**config.mk**
```make
export PLATFORM = sky130hd
export DESIGN_NAME = zero_check_arbiter_flat
export DESIGN_NICKNAME = d
export VERILOG_FILES = /design/src/rtl/zero_check_arbiter_pkg.sv /design/src/rtl/zero_check_arbiter_if.sv /design/src/rtl/zero_check_arbiter_zero_det16.sv /design/src/rtl/zero_check_arbiter.sv /design/src/flat_wrapper.sv
export SDC_FILE = /design/constraint.sdc
export NUM_CORES = 1
export LEC_CHECK = 0
export ABC_AREA = 1
export CORE_ASPECT_RATIO = 1.2
export CORE_MARGIN = 2
export CORE_UTILIZATION = 35
export DETAILED_ROUTE_END_ITERATION = 6
export PLACE_DENSITY = 0.67
export SLEW_MARGIN = 0
export SYNTH_ARGS = -nofsm -noshare
export SYNTH_HDL_FRONTEND = slang
export SYNTH_SLANG_ARGS = --single-unit
```
**constraint.sdc**
```tcl
create_clock -name clk -period 2.9 [get_ports clk]
set_input_delay 0.58 -clock clk [delete_from_list [all_inputs] [get_ports clk]]
set_output_delay 0.58 -clock clk [all_outputs]
set_load 0.05 [all_outputs]
```
**src/rtl/zero_check_arbiter_pkg.sv**
```systemverilog
// Shared types and constants for the round-robin zero-check arbiter.
package zero_check_arbiter_pkg;

  localparam int unsigned WIDTH_Z = 16;

  typedef enum logic [1:0] {
    IDLE = 2'd0,
    EVAL = 2'd1,
    DONE = 2'd2
  } state_t;

  // Index width for n requesters; never narrower than one bit.
  function automatic int unsigned id_w(input int unsigned n);
    return (n < 2) ? 1 : $clog2(n);
  endfunction

endpackage

```
**src/rtl/zero_check_arbiter_if.sv**
```systemverilog
// Requester-side bus of the zero-check arbiter: requests, operands, grant and result.
interface zero_check_arbiter_if
  import zero_check_arbiter_pkg::*;
#(
  parameter int unsigned N_REQ = 4,
  parameter int unsigned CNT_W = 8
);

  localparam int unsigned ID_W = id_w(N_REQ);

  logic [N_REQ-1:0]         req;
  logic [N_REQ*WIDTH_Z-1:0] data;
  logic                     clr_cnt;
  logic [N_REQ-1:0]         gnt;
  logic                     result_valid;
  logic                     result_zero;
  logic [ID_W-1:0]          result_id;
  logic [CNT_W-1:0]         zero_cnt;
  logic                     busy;

  modport master (
    output req, data, clr_cnt,
    input  gnt, result_valid, result_zero, result_id, zero_cnt, busy
  );

  modport slave (
    input  req, data, clr_cnt,
    output gnt, result_valid, result_zero, result_id, zero_cnt, busy
  );

endinterface

```
**src/rtl/zero_check_arbiter_zero_det16.sv**
```systemverilog
// Shared 16-input zero detector: balanced OR tree followed by one inverter.
module zero_det16
  import zero_check_arbiter_pkg::*;
(
  input  logic [WIDTH_Z-1:0] a,
  output logic               zero_c
);

  logic [7:0] l1_c;
  logic [3:0] l2_c;
  logic [1:0] l3_c;
  logic       any_c;

  for (genvar i = 0; i < 8; i++) begin : g_l1
    assign l1_c[i] = a[2*i] | a[2*i+1];
  end
  for (genvar i = 0; i < 4; i++) begin : g_l2
    assign l2_c[i] = l1_c[2*i] | l1_c[2*i+1];
  end
  for (genvar i = 0; i < 2; i++) begin : g_l3
    assign l3_c[i] = l2_c[2*i] | l2_c[2*i+1];
  end

  assign any_c  = l3_c[0] | l3_c[1];
  assign zero_c = ~any_c;

endmodule

```
**src/rtl/zero_check_arbiter.sv**
```systemverilog
// Round-robin arbiter sharing one zero detector among N_REQ requesters;
// three cycles per transaction, saturating count of zero results.
module zero_check_arbiter
  import zero_check_arbiter_pkg::*;
#(
  parameter int unsigned N_REQ = 4,
  parameter int unsigned CNT_W = 8
) (
  input  logic                 clk,
  input  logic                 reset,
  zero_check_arbiter_if.slave  bus
);

  localparam int unsigned ID_W = id_w(N_REQ);
  localparam logic [CNT_W-1:0] CNT_MAX = '1;
  localparam logic [ID_W-1:0]  LAST_ID = ID_W'(N_REQ - 1);

  state_t               state;
  logic [ID_W-1:0]      ptr;
  logic [ID_W-1:0]      id;
  logic [WIDTH_Z-1:0]   operand;
  logic [ID_W-1:0]      winner_c;
  logic [WIDTH_Z-1:0]   winner_data_c;
  logic                 operand_zero_c;

  zero_det16 u_zero_det (
    .a      (operand),
    .zero_c (operand_zero_c)
  );

  // First requester at or after ptr, wrapping; scanning downward lets the nearest one win.
  always_comb begin : rr_select
    logic [ID_W-1:0] idx;
    idx           = '0;
    winner_c      = ptr;
    winner_data_c = '0;
    for (int k = N_REQ - 1; k >= 0; k--) begin
      idx = ID_W'((32'(ptr) + 32'(k)) % N_REQ);
      if (bus.req[idx]) begin
        winner_c      = idx;
        winner_data_c = bus.data[32'(idx) * WIDTH_Z +: WIDTH_Z];
      end
    end
  end

  always_ff @(posedge clk or posedge reset) begin
    if (reset) begin
      state            <= IDLE;
      ptr              <= '0;
      id               <= '0;
      operand          <= '0;
      bus.gnt          <= '0;
      bus.result_valid <= 1'b0;
      bus.result_zero  <= 1'b0;
      bus.result_id    <= '0;
      bus.zero_cnt     <= '0;
      bus.busy         <= 1'b0;
    end else begin
      case (state)
        IDLE: begin
          if (|bus.req) begin
            operand  <= winner_data_c;
            id       <= winner_c;
            bus.busy <= 1'b1;
            state    <= EVAL;
          end
        end
        EVAL: begin
          bus.result_zero  <= operand_zero_c;
          bus.result_id    <= id;
          bus.gnt          <= N_REQ'(1) << id;
          bus.result_valid <= 1'b1;
          if (operand_zero_c && (bus.zero_cnt != CNT_MAX)) begin
            bus.zero_cnt <= bus.zero_cnt + 1'b1;
          end
          state <= DONE;
        end
        DONE: begin
          bus.gnt          <= '0;
          bus.result_valid <= 1'b0;
          ptr              <= (id == LAST_ID) ? '0 : id + 1'b1;
          bus.busy         <= 1'b0;
          state            <= IDLE;
        end
        default: begin
          bus.gnt          <= '0;
          bus.result_valid <= 1'b0;
          bus.busy         <= 1'b0;
          state            <= IDLE;
        end
      endcase
      // A clear in the same cycle as an increment leaves the counter at zero.
      if (bus.clr_cnt) begin
        bus.zero_cnt <= '0;
      end
    end
  end

endmodule

```
**src/flat_wrapper.sv**
```systemverilog
// flat-port wrapper written by rule: the top's interface ports become plain ports
module zero_check_arbiter_flat import zero_check_arbiter_pkg::*;
#(
  parameter int unsigned N_REQ = 4,
  parameter int unsigned CNT_W = 8
)
  (clk, reset, bus_req, bus_data, bus_clr_cnt, bus_gnt, bus_result_valid, bus_result_zero, bus_result_id, bus_zero_cnt, bus_busy);
  zero_check_arbiter_if #(.N_REQ(N_REQ), .CNT_W(CNT_W)) bus_i ();
  input  logic clk;
  input  logic reset;
  input wire logic [$bits(bus_i.req)-1:0] bus_req;
  input wire logic [$bits(bus_i.data)-1:0] bus_data;
  input wire logic [$bits(bus_i.clr_cnt)-1:0] bus_clr_cnt;
  output wire logic [$bits(bus_i.gnt)-1:0] bus_gnt;
  output wire logic [$bits(bus_i.result_valid)-1:0] bus_result_valid;
  output wire logic [$bits(bus_i.result_zero)-1:0] bus_result_zero;
  output wire logic [$bits(bus_i.result_id)-1:0] bus_result_id;
  output wire logic [$bits(bus_i.zero_cnt)-1:0] bus_zero_cnt;
  output wire logic [$bits(bus_i.busy)-1:0] bus_busy;
  assign bus_i.req = bus_req;
  assign bus_i.data = bus_data;
  assign bus_i.clr_cnt = bus_clr_cnt;
  assign bus_gnt = bus_i.gnt;
  assign bus_result_valid = bus_i.result_valid;
  assign bus_result_zero = bus_i.result_zero;
  assign bus_result_id = bus_i.result_id;
  assign bus_zero_cnt = bus_i.zero_cnt;
  assign bus_busy = bus_i.busy;
  zero_check_arbiter #(.N_REQ(N_REQ), .CNT_W(CNT_W)) u_core (.clk(clk), .reset(reset), .bus(bus_i));
endmodule
```
# After elaboration in Yosys (flattened, before gate mapping)
# Index checks and enable logic that the tools add are counted.
[word_totals]
out_inout_bits = 17
in_bits = 71
register_bits = 39
wordCells = 80
[classes]
mux = 26
shifts = 5
bitwise_logic = 17
reduce_logical = 8
add_sub_neg = 5
order_cmp = 4
n_eq_ne = 5
[ops]
columns = ["op", "n"]
rows = [
  ["$shiftx A64 B7 Y16", 4],
  ["$mux W16", 4],
  ["$mux W8", 3],
  ["$or A1 B1 Y1", 15],
  ["$lt A2 B3 Y1 const B", 4],
  ["$mux W2", 6],
  ["$add A8 B1 Y8 const B", 1],
  ["$bmux W1 S2", 4],
  ["$ne A8 B8 Y1 const B", 1],
  ["$pmux W4 S2", 1],
  ["$reduce_and A2 Y1", 3],
  ["$mux W1", 5],
  ["$add A2 B1 Y2 const B", 2],
  ["$add A2 B2 Y2 const B", 2],
  ["$eq A2 B2 Y1 const B", 2],
  ["$pmux W1 S2", 2],
  ["$pmux W2 S2", 1],
  ["$reduce_bool A2 Y1", 2],
  ["$reduce_or A4 Y1", 1],
  ["$shl A1 B2 Y4 const A", 1],
  ["$eq A2 B1 Y1 const B", 1],
  ["$logic_not A2 Y1", 1],
  ["$ne A2 B1 Y1 const B", 1],
  ["$not A1 Y1", 2],
  ["$logic_and A1 B1 Y1", 1],
]

# Depth between registers and ports, before layout
[logic_depth]
ltp_word = 9
ltp_mapped = 12
ltp_nobuf = 11

# Modules after synthesis
# From an unflattened synthesis, not the netlist that was laid out.
[hier_totals]
cells_unflattened = 757
hier_area_um2 = 4141.5
[by_module_without_submodules]
columns = ["module", "n_inst", "seq_area_each_um2", "cells_per_inst", "area_each_um2"]
rows = [
  ["zero_check_arbiter", 1, 975.9, 730, 4037.6],
  ["zero_det16", 1, 0.0, 27, 103.8],
]

# Worst setup path before layout
# OpenSTA, ideal clock, no wires.
[synth_path]
path_type = "register to register"
from = "register u_core.bus.zero_cnt[0]"
to = "register u_core.bus.zero_cnt[1]"
t_arrival_ps = 1705
path_stages_with_launch = 11
period_less_slack_ps = 1823
setup_ps = 119
path_slack_ps = 1077
path_buffers = 0
required_ps = 2781
cell_sequence = "dfrtp_1 > ha_1 > nand2_1 > inv_1 > nand3_1 > nor2_1 > nand2_1 > nand3_2 > nand2_2 > nand3_1 > nand2_1"
[synth_between]
elab_chain_cells = 4
elab_cells_between_ends = 8
classes_between = "1 x add/sub; 1 x eq/ne; 3 x mux; 3 x reduce/logical"
[synth_lines]
columns = ["item", "line_no", "text"]
rows = [
  ["start: declaration", "zero_check_arbiter_if.sv:28", "output gnt, result_valid, result_zero, result_id, zero_cnt, busy"],
  ["start signal: assignment", "zero_check_arbiter.sv:74", "bus.zero_cnt <= bus.zero_cnt + 1'b1;"],
  ["$add A8 B1 Y8 / $ne A8 B8 Y1 (equally long branches)", "zero_check_arbiter.sv:74, zero_check_arbiter.sv:73", ""],
  ["$mux W8 / $logic_and A1 B1 Y1 (equally long branches)", "zero_check_arbiter.sv:73", "if (operand_zero_c && (bus.zero_cnt != CNT_MAX)) begin"],
  ["$mux W8 / $reduce_bool A2 Y1 (equally long branches)", "n/a", ""],
  ["$mux W8 / $reduce_and A2 Y1 (equally long branches)", "n/a", ""],
]
# Parallel ways exist; a longest one is shown, timed or not. The select of a mux whose other input is x is not followed.
# A chain may end at the register's enable or synchronous reset.

# Final worst setup path
[layout_path]
from = "register u_core.ptr[0]"
to = "register u_core.id[0]"
[layout_between]
elab_chain_cells = 7
elab_cells_between_ends = 15
classes_between = "3 x add/sub; 12 x mux"
[layout_lines]
columns = ["item", "line_no", "text"]
rows = [
  ["start: declaration", "zero_check_arbiter.sv:19", "logic [ID_W-1:0] ptr;"],
  ["start signal: assignment", "zero_check_arbiter.sv:81", "ptr <= (id == LAST_ID) ? '0 : id + 1'b1;"],
  ["$add A2 B2 Y2", "zero_check_arbiter.sv:38", "idx = ID_W'((32'(ptr) + 32'(k)) % N_REQ);"],
  ["$bmux W1 S2", "zero_check_arbiter.sv:39", "if (bus.req[idx]) begin"],
  ["$mux W1 (not written as such)", "zero_check_arbiter.sv:39", ""],
  ["$mux W2 (3 in series)", "zero_check_arbiter.sv:39", ""],
  ["$mux W2 *", "zero_check_arbiter.sv:39", ""],
  ["end signal: assignment", "zero_check_arbiter.sv:63", "id <= winner_c;"],
  ["end: declaration", "zero_check_arbiter.sv:20", "logic [ID_W-1:0] id;"],
]
# Mark *: on every way between the ends. The rest lies on a longest branch, timed or not. The select of a mux whose other input is x is not followed.

==> out/metrics.yaml <==
route:
  via_per_inst: 4.82
  drt-total-wl_mm: 11.4
  ant_nets: 0
  num_vias: 4742
  first_pass_iters: 4
  drt-initial-drc-count: 226
  post_drt_wl_per_cell_microns: 11.5
  drc: 0
floorplanning:
  die_x_microns: 105
  die_h_microns: 126
  core_area_sq_mm: 0.0121
  ios: 88
  row_count: 44
  initial_core_util_pct: 35.8
  dieArea_sq_mm: 0.0132
layout:
  finish.utilization_pct: 44.4
  n_antenna_cell: 0
  drive_gt1_share_pct: 6.44
  nets: 898
  syn_to_final_growth_pct: 24.1
  fillers: 1291
job:
  maxCapViolations: 0
worst_setup_path:
  criticalPathCategory: "flop to flop"
  worstSetupStartpointType: "flop"
  cp-end-kind: "flop"
  crit_chain: "buf_4, nand2_1, nand2_2, nand2_2, nand2_4, inv_1, nand2_1, nand3_1, nand3_1, nand2_1"
  crit_path_top_delay_cell: "dfrtp_4"
  path_max_fanout: 54
  max_stage_delay_ns: 0.71
  required_ns: 3.07
  crit_top_cell: "nand2_1"
  arrival_ns: 2.49
logic_synthesis:
  synth_top_area_share_pct: 25.1
  synth.area.top_cells: "nand2_1 (25%), dfrtp_1 (23%), nand3_1 (12%)"
  synth_edf_count: 0
  synth_fp_nets: 838
  synthArstFlopShare_pct: 100
  syn_inst: 762
  synth.yosys.seq_area_share_pct: 22.6
  synth_area_sq_mm: 0.00432
  ys.flop_type: "dfrtp_1"
  synth_commonest_cells: "nand2_1 (288), nand3_1 (101), inv_1 (78)"
  synth-seq-cells: 39
  synth_top_area_cell: "nand2_1"
  syn-mean-instance-area_sq_um: 5.66
  synth_cell_type_count: 30
  synth_warnings: 0
  yosysMostFrequentCell: "nand2_1"
clock_tree:
  clock_path_buffers: 2
  cts_hold_buf: 0
  post_cts_resized: 0
  postCtsSetupBuffers: 0
  htreeDepth: 2
  cts.clk_slew.worst_paths_ns: 0.06
  cts.sinks: 39
  cts_made_buffers: 5
  cts_tree: "built"
  root_buffer: "clkbuf_16"
  clock_latency_ns: 0.28
sta:
  timing.final.crit_share_pct: 80.1
  final_max_slew_viol_count: 0
  hold_viol_final: 0
  tightestPinTransition_ns: 0.499
  relSlewSlack_pct: 66.6
  setup_viol: 0
  finalCriticalPeriod_ns: 2.32
  setup_tns_ns: 0
  finalClockSkew_ns: 0.00441
  fmax_mhz: 430
  grt_setup_unrepaired: "no"
global_routing:
  grt_use_total_pct: 17.7
  grt_max_degree: 55
  grt_pass1_wl_mm: 19.8
  grt_overflow_total: 0
  antenna_found_initial: 0
  grt_pass1_vias: 4487
placed_design:
  dp_hpwl_mm: 8.27
  port_buffers: 87
  gp_congestion: 0.809
power_and_ir_drop:
  p_per_area_mw_per_mm2: 1050
  p_leak_nw: 2.69
  max-vdd-ir-drop_mv: 0.567
min_path:
  hold_class: "flop to flop"
outcome:
  status: "finished, final reports clean"
## routing by layer
metal,part of all wire [%],GRT usage (%),vias up
met4,1.1,6.51,0
met1,47,22.9,2092
met2,49,30.6,91
met3,3.3,1.71,11
li1,-,-,2548
met5,0,0,-
## metrics by stage
step	std cells	hold WS (ns)	power (mW)	worst slack (ns)	instance area [sq um]
floorplan	762	0.481	4.30	1.08	4320
CTS	984	0.492	5.66	0.575	5350
global route	984	0.518	6.28	0.366	5350
finish	984	0.487	5.62	0.576	5350
detailed placement	976	0.476	4.99	0.569	5180
global placement	976	0.476	4.96	0.589	5180
## logic make-up (layout without fill, tap and decap cells)
group                    after synthesis  in the layout  share of synthesized area, %
AO/OA/AOI/OAI                        140            140                          17.5
XOR/XNOR                               4              4                         0.812
adder cells (fa/ha/maj)                5              5                          1.45
buffers and inverters                129            190                          14.1
flip-flops                            39             39                          22.6
AND/OR/NAND/NOR                      445            445                          43.5
## power breakdown
group          switching (mW)  total [mW]  internal (mW)
logic                    2.64        4.00           1.35
registers               0.206       0.976          0.770
clock network           0.237       0.648          0.411
total                    3.09        5.62           2.53
## critical path, delay by kind of cell (launching register included)
kind                   cells  cell delay (ns)
DFF                        1             0.71
and+or+nand+nor            8             0.93
buffers and inverters      2             0.55
## state kept, by name, summed over array words and instances, names as in the netlist
name,count
u_core.operand,16
u_core.bus.result_id,2
u_core.ptr,2
u_core.bus.result_valid,1
u_core.bus.zero_cnt,8
u_core.bus.gnt,4
u_core.id,2
u_core.bus.busy,1
u_core.bus.result_zero,1
u_core.state,2
## area by class of cell
class	instances	area (sq um)	area share (%)
multi-input cells	594	2730	51.0
flip-flops and latches	39	980	18.3
repair buffers	98	953	17.8
inverters	84	315	5.89
well taps	161	201	3.76
clock buffers	5	125	2.34
clock inverters	3	47.5	0.888
## cells in the final DEF (no fill, tap or decap)
cell type,n
nor3_2,1
clkbuf_16,5
buf_4,11
nor3b_1,1
nand3_2,2
nand3b_1,1
dfrtp_1,38
clkinv_4,1
nand2_1,288
o21ai_1,4
nand2_2,12
clkdlybuf4s50_1,87
dfrtp_4,1
inv_2,5
nand4_1,1
o21ai_0,66
inv_1,78
nor2_1,32
nand2_4,2
bufinv_16,1
a22o_1,4
nand3_1,101
clkinv_1,1
a22oi_1,1
and2_1,1
nor3_1,2
a21oi_1,55
or2_2,1
inv_6,1
ha_1,5
xor2_1,4
a21oi_2,10
## path summary, 6_finish.rpt
check / to / startpoint / slack [ns] / depth (start not counted)
max: u_core.id[0] / u_core.ptr[0] / 0.58 / 10
min: u_core.bus.busy / u_core.bus.busy / 0.49 / 2
max reg2reg: u_core.id[0] / u_core.ptr[0] / 0.58 / 10
min reg2reg: u_core.bus.busy / u_core.bus.busy / 0.49 / 2
max in group asynchronous: u_core.ptr[0] / reset / 1.79 / 3
min in group asynchronous: u_core.bus.result_valid / reset / 0.73 / 3
(Power assumes the default switching activity.)
